File: src/rtl/latch_bank_arb.sv
// latch_bank_arb
// Four-requester round-robin arbiter in front of a bank of NREG
// enable-loaded data registers. A granted requester's address and data are
// captured in IDLE, and the write lands at the edge that ends WRITE. The
// one-hot ack pulse during WRITE tells the requester that its word was taken.
//
// Optional feature: define LATCH_BANK_ARB_LOCK_EN to compile in burst lock.
// With it, a granted requester holding lock and req keeps the grant and gets
// one write per cycle. Without it, the lock input is ignored and every write
// takes an IDLE/WRITE pair.
module latch_bank_arb #(
    parameter int DW   = 16,
    parameter int NREG = 8
) (
    input  logic                 clk,
    input  logic                 reset,
    input  logic [3:0]           req,
    input  logic [11:0]          addr,
    input  logic [4*DW-1:0]      wdata,
    input  logic [3:0]           lock,
    output logic [3:0]           ack,
    output logic [NREG*DW-1:0]   q,
    output logic                 busy
);

    // Controller states
    localparam logic [0:0] ST_IDLE  = 1'b0;
    localparam logic [0:0] ST_WRITE = 1'b1;

    // Round-robin pick: the first requesting index after ptr, wrapping mod 4.
    // The k = 4 step wraps back onto ptr itself, so ptr has the lowest priority.
    function automatic logic [1:0] rr_pick(input logic [1:0] ptr, input logic [3:0] rq);
        logic [1:0] idx;
        logic       found;
        rr_pick = ptr;
        found   = 1'b0;
        for (int k = 1; k <= 4; k++) begin
            idx = ptr + 2'(k);
            if (!found && rq[idx]) begin
                rr_pick = idx;
                found   = 1'b1;
            end
        end
    endfunction

    // One-hot decode of a requester index
    function automatic logic [3:0] onehot4(input logic [1:0] idx);
        onehot4 = 4'b0001 << idx;
    endfunction

    // Controller registers
    logic [0:0]    r_state;
    logic [1:0]    r_ptr;
    logic [1:0]    r_g;
    logic [2:0]    r_addr;
    logic [DW-1:0] r_wdata;
    logic [3:0]    r_ack;
    logic          r_busy;

    // Register bank
    logic [DW-1:0] r_lat [NREG];

    // Combinational helpers
    logic [1:0]    w_win;
    logic [1:0]    w_sel_idx;
    logic [2:0]    w_addr_sel;
    logic [DW-1:0] w_wdata_sel;
    logic          w_burst;

`ifdef LATCH_BANK_ARB_LOCK_EN
    // Burst continues only while the current grantee keeps both lock and req high
    assign w_burst = lock[r_g] & req[r_g];
`else
    // Lock feature compiled out: fold the input into a sink so it stays visibly unused
    logic w_unused_lock;
    assign w_unused_lock = ^lock;
    assign w_burst       = 1'b0;
`endif

    // Winner selection for the next grant
    assign w_win = rr_pick(r_ptr, req);

    // Capture mux: the arbitration winner in IDLE, the current grantee in WRITE (next burst word)
    always_comb begin
        w_sel_idx   = 2'd0;
        w_addr_sel  = 3'd0;
        w_wdata_sel = '0;
        if (r_state == ST_WRITE) begin
            w_sel_idx = r_g;
        end else begin
            w_sel_idx = w_win;
        end
        w_addr_sel  = addr[3*w_sel_idx +: 3];
        w_wdata_sel = wdata[DW*w_sel_idx +: DW];
    end

    // IDLE/WRITE controller: grant capture, ack/busy generation and pointer update
    always_ff @(posedge clk or posedge reset) begin
        if (reset) begin
            r_state <= ST_IDLE;
            r_ptr   <= 2'd3;
            r_g     <= 2'd0;
            r_addr  <= 3'd0;
            r_wdata <= '0;
            r_ack   <= 4'b0000;
            r_busy  <= 1'b0;
        end else begin
            case (r_state)
                ST_IDLE: begin
                    if (|req) begin
                        r_state <= ST_WRITE;
                        r_g     <= w_win;
                        r_addr  <= w_addr_sel;
                        r_wdata <= w_wdata_sel;
                        r_ack   <= onehot4(w_win);
                        r_busy  <= 1'b1;
                    end else begin
                        r_ack   <= 4'b0000;
                        r_busy  <= 1'b0;
                    end
                end
                ST_WRITE: begin
                    if (w_burst) begin
                        // Keep the grant; ptr stays put until the burst ends
                        r_addr  <= w_addr_sel;
                        r_wdata <= w_wdata_sel;
                        r_ack   <= onehot4(r_g);
                        r_busy  <= 1'b1;
                    end else begin
                        r_state <= ST_IDLE;
                        r_ptr   <= r_g;
                        r_ack   <= 4'b0000;
                        r_busy  <= 1'b0;
                    end
                end
                default: begin
                    r_state <= ST_IDLE;
                    r_ack   <= 4'b0000;
                    r_busy  <= 1'b0;
                end
            endcase
        end
    end

    // Bank update: the addressed register loads at the end of each WRITE cycle.
    // Out-of-range addresses match no register, so the write is dropped.
    always_ff @(posedge clk or posedge reset) begin
        if (reset) begin
            for (int n = 0; n < NREG; n++) begin
                r_lat[n] <= '0;
            end
        end else begin
            for (int n = 0; n < NREG; n++) begin
                if ((r_state == ST_WRITE) && (r_addr == 3'(n))) begin
                    r_lat[n] <= r_wdata;
                end else begin
                    r_lat[n] <= r_lat[n];
                end
            end
        end
    end

    // Packed view of the bank
    genvar gn;
    generate
        for (gn = 0; gn < NREG; gn++) begin : g_q
            assign q[DW*gn +: DW] = r_lat[gn];
        end
    endgenerate

    assign ack  = r_ack;
    assign busy = r_busy;

endmodule
File: config.mk
export PLATFORM = sky130hd
export DESIGN_NAME = latch_bank_arb
export DESIGN_NICKNAME = d
export VERILOG_FILES = /design/src/rtl/latch_bank_arb.sv
export SDC_FILE = /design/constraint.sdc
export NUM_CORES = 1
export LEC_CHECK = 0
export BUFFER_PORTS_ARGS = -buffer_cell sky130_fd_sc_hd__buf_2
export CORE_ASPECT_RATIO = 0.6
export CORE_MARGIN = 5
export CORE_UTILIZATION = 50
export CTS_CLUSTER_DIAMETER = 150
export DETAILED_ROUTE_END_ITERATION = 8
export PLACE_DENSITY_LB_ADDON = 0.2
export SYNTH_ARGS = -nofsm -noshare
export SYNTH_HDL_FRONTEND = slang
export SYNTH_SLANG_ARGS = --single-unit
File: constraint.sdc
create_clock -name clk -period 5.4 [get_ports clk]
set_input_delay 0.81 -clock clk [delete_from_list [all_inputs] [get_ports clk]]
set_output_delay 0.81 -clock clk [all_outputs]
set_load 0.01 [all_outputs]
==> results.toml <==
[outcome]
status = "completed"

[die]
start_util_pct = 50.9
die_h_um = 98.6
dieArea_um2 = 15600
io-pin-count = 219
fp-row-count = 32
core_area_um2 = 12900
die_x_um = 158

[timing]
max_freq_ghz = 0.277
finalClockSkew_ns = 0.0105
finalSetupViolCount = 0
worst_pin_slew_ns = 1.20
hold_violations = 0
slew_viol_final = 0
rsz0062_at_grt = "no"
layout_setup_ws_ns = 1.79
slew_headroom_pct = 19.5
setup_tns_ns = 0
min_period_ns = 3.61
period_share_pct = 66.8

[pwr]
power_density_nw_per_um2 = 667
max-vdd-ir-drop_v = 0.000273
p_leak_nw = 3.85

[routing]
dr.pass1.iters = 4
viasPerCell = 5.59
drt.antenna.violating_nets = 0
drt_first_iter_violations = 272
wire_per_inst_um = 21.4
vias = 4719
wl_um = 18100
drc = 0

[logic_synthesis]
syn_nets = 537
seq_area_frac_synth_pct = 59.7
synth_ff_type = "dfrtp_1"
async_reset_ff_share_pct = 100
avgSynthCellArea_um2 = 14.5
synth-seq-cells = 156
yosysTopAreaCell = "dfrtp_1"
syn_area_um2 = 6550
netlist.area_leader.share_pct = 58.9
synth_edf_count = 0
yosysWarnings = 0
yosys-top-cells-area = "dfrtp_1 (59%), mux2_2 (21%), a311oi_2 (2.5%)"
synth_cells = 451
synth_cell_types = 40

[critical_path]
cpPeakStageDelay_ns = 1.19
criticalPathCategory = "reg -> reg"
cp.depth = 4
cp_top_family = "simple AND/OR/NAND/NOR gates"
required_ns = 5.67
crit_slowest_cell = "nand4_1"
timing.rr.end = "r_wdata[10]$_DFFE_PP0P_"
r2r-start = "busy$_DFF_PP0_"
startpoint = "busy$_DFF_PP0_"
path_max_fanout = 24
ff2ff_setup_slack_ns = 1.79
critPathCaptureType = "flop"
cp.arrival_ns = 3.88
cp.buffers_inverters = 0
reg2reg_depth = 4
worstPathCellList = "nor2_2 -> nand4_1 -> a221oi_1 -> a311oi_1"
critical_path.endpoint = "r_wdata[10]$_DFFE_PP0P_"
startpoint_type = "flop"

[grt]
grt_pass1_wl_um = 28400
grt.overflow.total = 0
top_usage_layer = "met2"
track_usage_pct = 23.9
use_met1_pct = 34.4
met2_usage_pct = 35.2
antenna_found_initial = 0
use_met3_pct = 6.85
grt_max_degree = 111
grt_pass1_vias = 4892

[placed_design]
place_congestion = 0.823
port_buffers = 214
dp_slack_ns = 1.59
dp_hpwl_um = 12600

[clock_network]
cts.repair.resized = 0
clk_latency_ns = 0.41
clockBufferDepth = 2
htree_levels = 4
cts_made_buffers = 17
cts_tree = "built"
hold_buffers = 0
clkTransAtPathRegs_ns = 0.06
cts_setup_buffers = 0
root_buffer = "clkbuf_16"
cts.sinks = 156

[min_path]
worst_hold_path_type = "reg -> reg"

[final_layout]
post_route_cells_drive_above_1_share_pct = 60.4
nNetsFinal = 747
antenna_cells = 0
final_common_cell = "buf_2"
mostFrequentLayoutCells = "buf_2 (214), dfrtp_1 (154), mux2_2 (122)"
areaGrowthSynthToFinish_pct = 26.3
fillCellCount = 962

[job]
maxCapViolCount = 0
[report_power, final]
group | internal, W | switching (W) | total (W) | leakage, nW
sequential | 0.00177 | 0.000515 | 0.00229 | 1.83
clock | 0.000611 | 0.000504 | 0.00111 | 0.255
combinational | 0.00103 | 0.00108 | 0.00211 | 1.76
[routing by layer]
layer | part of all wire (%) | vias to the layer above
met3 | 8.4 | 29
li1 | - | 2077
met1 | 44 | 2408
met4 | 1.9 | 0
met5 | 0 | -
met2 | 46 | 205
[cells in the mapped netlist, drive strengths merged, types with 2 or more instances]
master	count
dfrtp	154
mux2	129
nand2	41
nor2	26
buf	22
a311oi	20
a221oi	19
clkbuf	4
nand2b	4
nand4b	3
o21ai	3
a21oi	2
and2	2
dfstp	2
inv	2
nand4	2
nor3	2
nor3b	2
nor4	2
[sequential cells by signal, indices dropped and copies added (netlist names)]
name     count
busy         1
q          128
r_g          2
r_addr       3
r_ptr        2
ack          4
r_wdata     16
[final cells by class]
class                           count  area, um2  share of cell area (%)
Clock buffer                       19        443                    5.36
Clock inverter                     13        106                    1.29
Timing Repair Buffer              217       1090                    13.2
Inverter                            2       12.5                   0.151
Tap cell                          170        213                    2.57
Multi-Input combinational cell    267       2490                    30.2
Sequential cell                   156       3910                    47.2
[kinds of logic (layout without fill, tap and decap cells)]
family	after synthesis	count (layout)	share of synthesized area, %
AO/OA/AOI/OAI	48	48	8.43
buffers and inverters	28	251	2.64
flip-flops	156	156	59.7
multiplexers	130	130	22.3
AND/OR/NAND/NOR	89	89	6.94
[worst min-delay path by stage]
stage | from | endpoint | slack, ns | depth (start not counted)
2_1_floorplan | r_g[1]$_DFFE_PP0P_ | r_g[1]$_DFFE_PP0P_ | 0.46 | 2
3_3_place_gp | q[32]$_DFFE_PP0P_ | q[32]$_DFFE_PP0P_ | 0.46 | 1
3_5_place_dp | q[6]$_DFFE_PP0P_ | q[6]$_DFFE_PP0P_ | 0.47 | 1
4_1_cts | q[15]$_DFFE_PP0P_ | q[15]$_DFFE_PP0P_ | 0.49 | 1
5_1_grt | q[7]$_DFFE_PP0P_ | q[7]$_DFFE_PP0P_ | 0.51 | 1
6_report | q[15]$_DFFE_PP0P_ | q[15]$_DFFE_PP0P_ | 0.48 | 1
[metrics by stage]
stage	utilization [%]	std cells	hold WS (ns)	cell area (um2)	total power, W
2_1_floorplan	-	451	0.461	6550	0.00349
3_3_place_gp	60.1	812	0.464	7720	0.00434
3_5_place_dp	60.1	812	0.474	7720	0.00443
4_1_cts	64.3	844	0.488	8270	0.00555
5_1_grt	64.3	844	0.509	8270	0.00585
6_report	64.3	844	0.483	8270	0.00551
[worst reg2reg max path: stages (launching register included)]
cell	delay, ns
dfrtp_1	0.61
nor2_2	0.91
nand4_1	1.19
a221oi_1	0.67
a311oi_1	0.09
No activity file was read; power rests on OpenSTA's default activity.
